$ cat config.mk
export PLATFORM = sky130hd
export DESIGN_NAME = fwd_hazard_unit
export DESIGN_NICKNAME = d
export VERILOG_FILES = /design/src/rtl/fwd_hazard_unit.sv
export SDC_FILE = /design/constraint.sdc
export NUM_CORES = 1
export LEC_CHECK = 0
export CORE_AREA = 3 3 80 82
export CTS_CLUSTER_DIAMETER = 30
export DETAILED_ROUTE_END_ITERATION = 12
export DIE_AREA = 0 0 83 85
export HOLD_SLACK_MARGIN = 0.06
export SETUP_SLACK_MARGIN = 0.5
export SYNTH_ARGS = -nofsm -noshare
export SYNTH_HDL_FRONTEND = slang
export SYNTH_SLANG_ARGS = --single-unit
$ cat constraint.sdc
create_clock -name clk -period 2.95 [get_ports clk]
set_clock_uncertainty 0.15 [all_clocks]
set_input_delay 0.59 -clock clk [delete_from_list [all_inputs] [get_ports clk]]
set_output_delay 0.59 -clock clk [all_outputs]
set_load 0.01 [all_outputs]
$ cat src/rtl/fwd_hazard_unit.sv
// Forwarding select and load-use stall controller for the 5-stage ARM pipeline.
// Define FWD_HAZARD_FORWARDING_EN for operand forwarding; otherwise every RAW dependency stalls.
module fwd_hazard_unit #(
   parameter int REG_AW      = 4,
   parameter int STALL_CNT_W = 16
) (
   input  logic                   clk,
   input  logic                   rst,
   input  logic [REG_AW-1:0]      id_src1,
   input  logic [REG_AW-1:0]      id_src2,
   input  logic                   id_src1_used,
   input  logic                   id_src2_used,
   input  logic                   id_valid,
   input  logic                   id_wb_en,
   input  logic                   id_mem_r_en,
   input  logic [REG_AW-1:0]      id_dest,
   input  logic                   flush,
   output logic                   hazard,
   output logic [1:0]             sel_src1,
   output logic [1:0]             sel_src2,
   output logic [STALL_CNT_W-1:0] stall_count
);

   localparam logic [STALL_CNT_W-1:0] CNT_ONE = 1;
   localparam logic [STALL_CNT_W-1:0] CNT_MAX = '1;

   logic              exe_valid, exe_wb_en, exe_mem_r_en;
   logic [REG_AW-1:0] exe_dest;
   // A load already in MEM has its data by the time the consumer is in EXE,
   // so the MEM slot does not need the load flag.
   logic              mem_valid, mem_wb_en;
   logic [REG_AW-1:0] mem_dest;

   logic       exe_m1, exe_m2, mem_m1, mem_m2;
   logic       advance;
   logic [1:0] sel1_d, sel2_d;

   always_comb begin
      exe_m1 = exe_valid & exe_wb_en & id_src1_used & (exe_dest == id_src1);
      exe_m2 = exe_valid & exe_wb_en & id_src2_used & (exe_dest == id_src2);
      mem_m1 = mem_valid & mem_wb_en & id_src1_used & (mem_dest == id_src1);
      mem_m2 = mem_valid & mem_wb_en & id_src2_used & (mem_dest == id_src2);
`ifdef FWD_HAZARD_FORWARDING_EN
      hazard = ~rst & id_valid & ~flush & exe_mem_r_en & (exe_m1 | exe_m2);
      // The EXE slot holds the youngest producer, so it takes priority.
      sel1_d = exe_m1 ? 2'd1 : (mem_m1 ? 2'd2 : 2'd0);
      sel2_d = exe_m2 ? 2'd1 : (mem_m2 ? 2'd2 : 2'd0);
`else
      hazard = ~rst & id_valid & ~flush & (exe_m1 | exe_m2 | mem_m1 | mem_m2);
      sel1_d = 2'd0;
      sel2_d = 2'd0;
`endif
      advance = ~hazard & ~flush;
   end

   always_ff @(posedge clk) begin
      if (rst) begin
         exe_valid    <= 1'b0;
         exe_wb_en    <= 1'b0;
         exe_mem_r_en <= 1'b0;
         exe_dest     <= '0;
         mem_valid    <= 1'b0;
         mem_wb_en    <= 1'b0;
         mem_dest     <= '0;
         sel_src1     <= 2'd0;
         sel_src2     <= 2'd0;
         stall_count  <= '0;
      end else begin
         mem_valid    <= exe_valid;
         mem_wb_en    <= exe_wb_en;
         mem_dest     <= exe_dest;
         exe_valid    <= advance & id_valid;
         exe_wb_en    <= id_wb_en;
         exe_mem_r_en <= id_mem_r_en;
         exe_dest     <= id_dest;
         sel_src1     <= advance ? sel1_d : 2'd0;
         sel_src2     <= advance ? sel2_d : 2'd0;
         if (hazard && (stall_count != CNT_MAX))
            stall_count <= stall_count + CNT_ONE;
      end
   end

endmodule

==> results of run 1 <==
what timing repair did:
| item | CTS | global route |
|---|---|---|
| setup endpoints to repair | 10 | 10 |
| pin swaps | 12 | 20 |
| gates resized for setup | 34 | 31 |
| buffers inserted | 2 | 5 |
| cloned | 1 | 0 |
state kept, by name (all words and copies together), names as in the netlist:
register     cells
exe_valid        1
mem_dest         4
mem_valid        1
mem_wb_en        1
exe_wb_en        1
stall_count     16
exe_dest         4
logic make-up after synthesis:
logic type,after synthesis
compound gates,28
xor+xnor,19
fa+ha+maj,1
buf+inv,12
flops,28
mux,1
other cells,1
simple gates,63
stage by stage:
| stage | area, um^2 | instances | setup slack [ns] | utilization (%) |
|---|---|---|---|---|
| floorplan | 1430 | 156 | 0.553 | - |
| global placement | 1870 | 264 | -0.418 | 32.2 |
| detailed placement | 1870 | 264 | -0.421 | 32.2 |
| CTS | 1960 | 271 | 0.333 | 33.7 |
| global route | 2110 | 276 | 0.297 | 36.4 |
| finish | 2110 | 276 | 0.389 | 36.4 |
worst max path at each step:
stage / cells after the start / end / slack [ns]
detailed placement: 7 / hazard / -0.42
finish: 7 / hazard / 0.39
global route: 7 / hazard / 0.30
floorplan: 7 / stall_count[10] / 0.55
global placement: 7 / hazard / -0.42
CTS: 7 / hazard / 0.33
power by group through the flow:
stage / clock network, mW / registers [mW] / logic [mW]
finish: 0.237 / 0.392 / 0.0739
global route: 0.263 / 0.393 / 0.0806
CTS: 0.251 / 0.392 / 0.0706
detailed placement: 0 / 0.401 / 0.0692
global placement: 0 / 0.400 / 0.0695
floorplan: 0 / 0.399 / 0.0373
placed cells by master, fill, tap and decap left out, types with 2 or more instances in the layout:
| cell type | netlist | routed |
|---|---|---|
| buf_6 | 1 | 4 |
| xor2_1 | 12 | 12 |
| clkbuf_8 | 0 | 4 |
| buf_4 | 4 | 12 |
| or4_1 | 10 | 5 |
| and2_1 | 2 | 2 |
| nor2_4 | 1 | 2 |
| clkdlybuf4s50_1 | 0 | 24 |
| nor2b_1 | 11 | 11 |
| xnor2_2 | 0 | 2 |
| nor2_1 | 6 | 6 |
| nand2_1 | 4 | 3 |
| nand3_1 | 11 | 11 |
| xnor2_1 | 7 | 5 |
| and3_1 | 4 | 4 |
| buf_2 | 0 | 2 |
| o31ai_1 | 9 | 5 |
| nand2b_1 | 4 | 4 |
| a21oi_2 | 0 | 5 |
| a21oi_1 | 10 | 5 |
| or4_4 | 1 | 6 |
| dfxtp_2 | 0 | 2 |
| clkdlybuf4s15_1 | 0 | 2 |
| o2111ai_1 | 2 | 2 |
| dlygate4sd2_1 | 0 | 3 |
| buf_8 | 0 | 2 |
| nand4_1 | 5 | 5 |
| conb_1 | 1 | 4 |
| dfxtp_1 | 28 | 26 |
| inv_1 | 2 | 2 |
| o31ai_4 | 0 | 3 |
per-layer routing:
layer,part of all wire [%],track usage [%]
met3,3.9,1.75
met2,48,14.9
met4,0.65,3.57
met5,0,0
met1,48,13.4
area by class of cell:
type / instances / share of cell area, %
Multi-Input combinational cell: 117 / 43.6
Sequential cell: 28 / 26.6
Timing Repair Buffer: 50 / 22.4
Tap cell: 75 / 4.44
Clock buffer: 4 / 2.60
Inverter: 2 / 0.355
==> impl_metrics.toml, run 1 <==
[status]
status = "completed"

[pwr]
p_comb_share_pct = 10.5
p_leak_nw = 0.763
clkPwrFrac_pct = 33.7
p_int_mw = 0.546
p_seq_share_pct = 55.8
sw_frac_of_total_pct = 22.4
p_switching_mw = 0.157
vdd_drop_max_uv = 153
cellPowerDensity_nw_per_um2 = 332
total_power_mw = 0.703

[clock_network]
ctsHoldBuffers = 0
htreeDepth = 1
clockBufferDepth = 2
worstSkewPairLatency_ns = 0.27
cts_inserted_buffers = 3
tritoncts = "done"
root_buffer = "clkbuf_8"
path_clk_slew_ns = 0.09
cts_num_sinks = 28

[yosys]
syn_inst = 153
synthSimpleGateAreaFrac_pct = 27.4
synth_cell_types = 35
ys_seq_area_share_pct = 39.6
synth_common_cells = "28 x dfxtp_1, 12 x xor2_1, 11 x nand3_1, 11 x nor2b_1"
synth_top_family_by_area = "simple AND/OR/NAND/NOR gates"
ys_warn_count = 0
synthAdderAreaFrac_pct = 0.884
synth.most_common_cell = "dfxtp_1"
synth_largest_area_cell = "dfxtp_1"
synth-seq-cells = 28
synthDominantCellAreaShare_pct = 39.6
postSynth.asyncResetShare_pct = 0
yosys-top-cells-area = "dfxtp_1 40%, xor2_1 7.4%, or4_1 5.3%"
netlist_area_um2 = 1420
synth_compound_area_share_pct = 14.6
synth.avg_cell_area_um2 = 9.25
synth.area.mux_share_pct = 0.707
synth_xor_area_share_pct = 11.8
synth_ff_type = "dfxtp_1"
synth_edf_count = 0

[setup_path]
cp_num_buf_inv = 2
worstPathCellList = "buf_6 -> xnor2_2 -> nand4_1 -> or4_1 -> o21ai_2 -> o21a_1 -> buf_2"
reg2reg_from = "exe_dest[3]"
end_kind = "output pin"
critical_path.top_delay_family = "simple AND/OR/NAND/NOR gates"
critPathKind = "in -> out"
worstPathArrival_ns = 1.82
cp_data_required_time_ns = 2.21
critPathSlowestCell = "or4_1"
cp_max_fo = 2
r2r_end = "stall_count[2]"
startpoint_type = "input port"
cp_slowest_stage_delay_ns = 0.54
ff2ff_path_depth = 10
r2r_setup_slack_ns = 0.52
cp-startpoint = "id_src1[2]"

[detailed_routing]
drt-initial-drc-count = 50
vias = 1278
antenna_left = 0
drc = 0
wirelength_um = 3520
wl_per_cell_um = 12.7
vias_per_cell = 4.63
drtPass1Iterations = 6

[global_routing]
antenna_found_initial = 0
grt_pass1_wl_um = 5660
first_global_vias = 1214
track_usage_pct = 9.65
grt_max_degree = 29
gr-total-overflow = 0

[floorplanning]
io_pins = 41
die_x_um = 83
fp-row-count = 28
initial_utilization_pct = 24.3
dieArea_um2 = 7060
core_area_um2 = 5820
die_h_um = 85

[cells_and_area]
nFillCells = 605
multi_input_area_um2 = 921
area_growth_pct = 49.4
register_area_um2 = 563
antennaDiodeCount = 0
drive_gt1_share_pct = 24.4
nNetsFinal = 223

[hold_path]
min_from = "exe_wb_en"
min_path_type = "reg -> reg"
min_path_cells = 1
hold_path_end = "mem_wb_en"

[placement]
portBuffers = 35
hpwl_um = 2350
finalWeightedCongestion = 0.735

[sta]
period_needed_ns = 2.56
slew_violations = 0
hold_viol = 0
finalSetupTns_ns = 0
max_freq_mhz = 390
grt_setup_unrepaired = "yes"
final-setup-viol-count = 0
min_period_over_period_pct = 86.8
holdWs_ns = 0.352

[job]
cap_violations = 0
(Power assumes the default switching activity.)
==> run 2, diff against run 1 <==
--- a/config.mk
+++ b/config.mk
@@ -6,7 +6,7 @@
 export NUM_CORES = 1
 export LEC_CHECK = 0
 export CORE_AREA = 3 3 80 82
-export CTS_CLUSTER_DIAMETER = 30
+export CTS_CLUSTER_DIAMETER = 120
 export DETAILED_ROUTE_END_ITERATION = 12
 export DIE_AREA = 0 0 83 85
 export HOLD_SLACK_MARGIN = 0.06
==> results of run 2 <==
Final layout, timing and power as in run 1 (identical DEF).
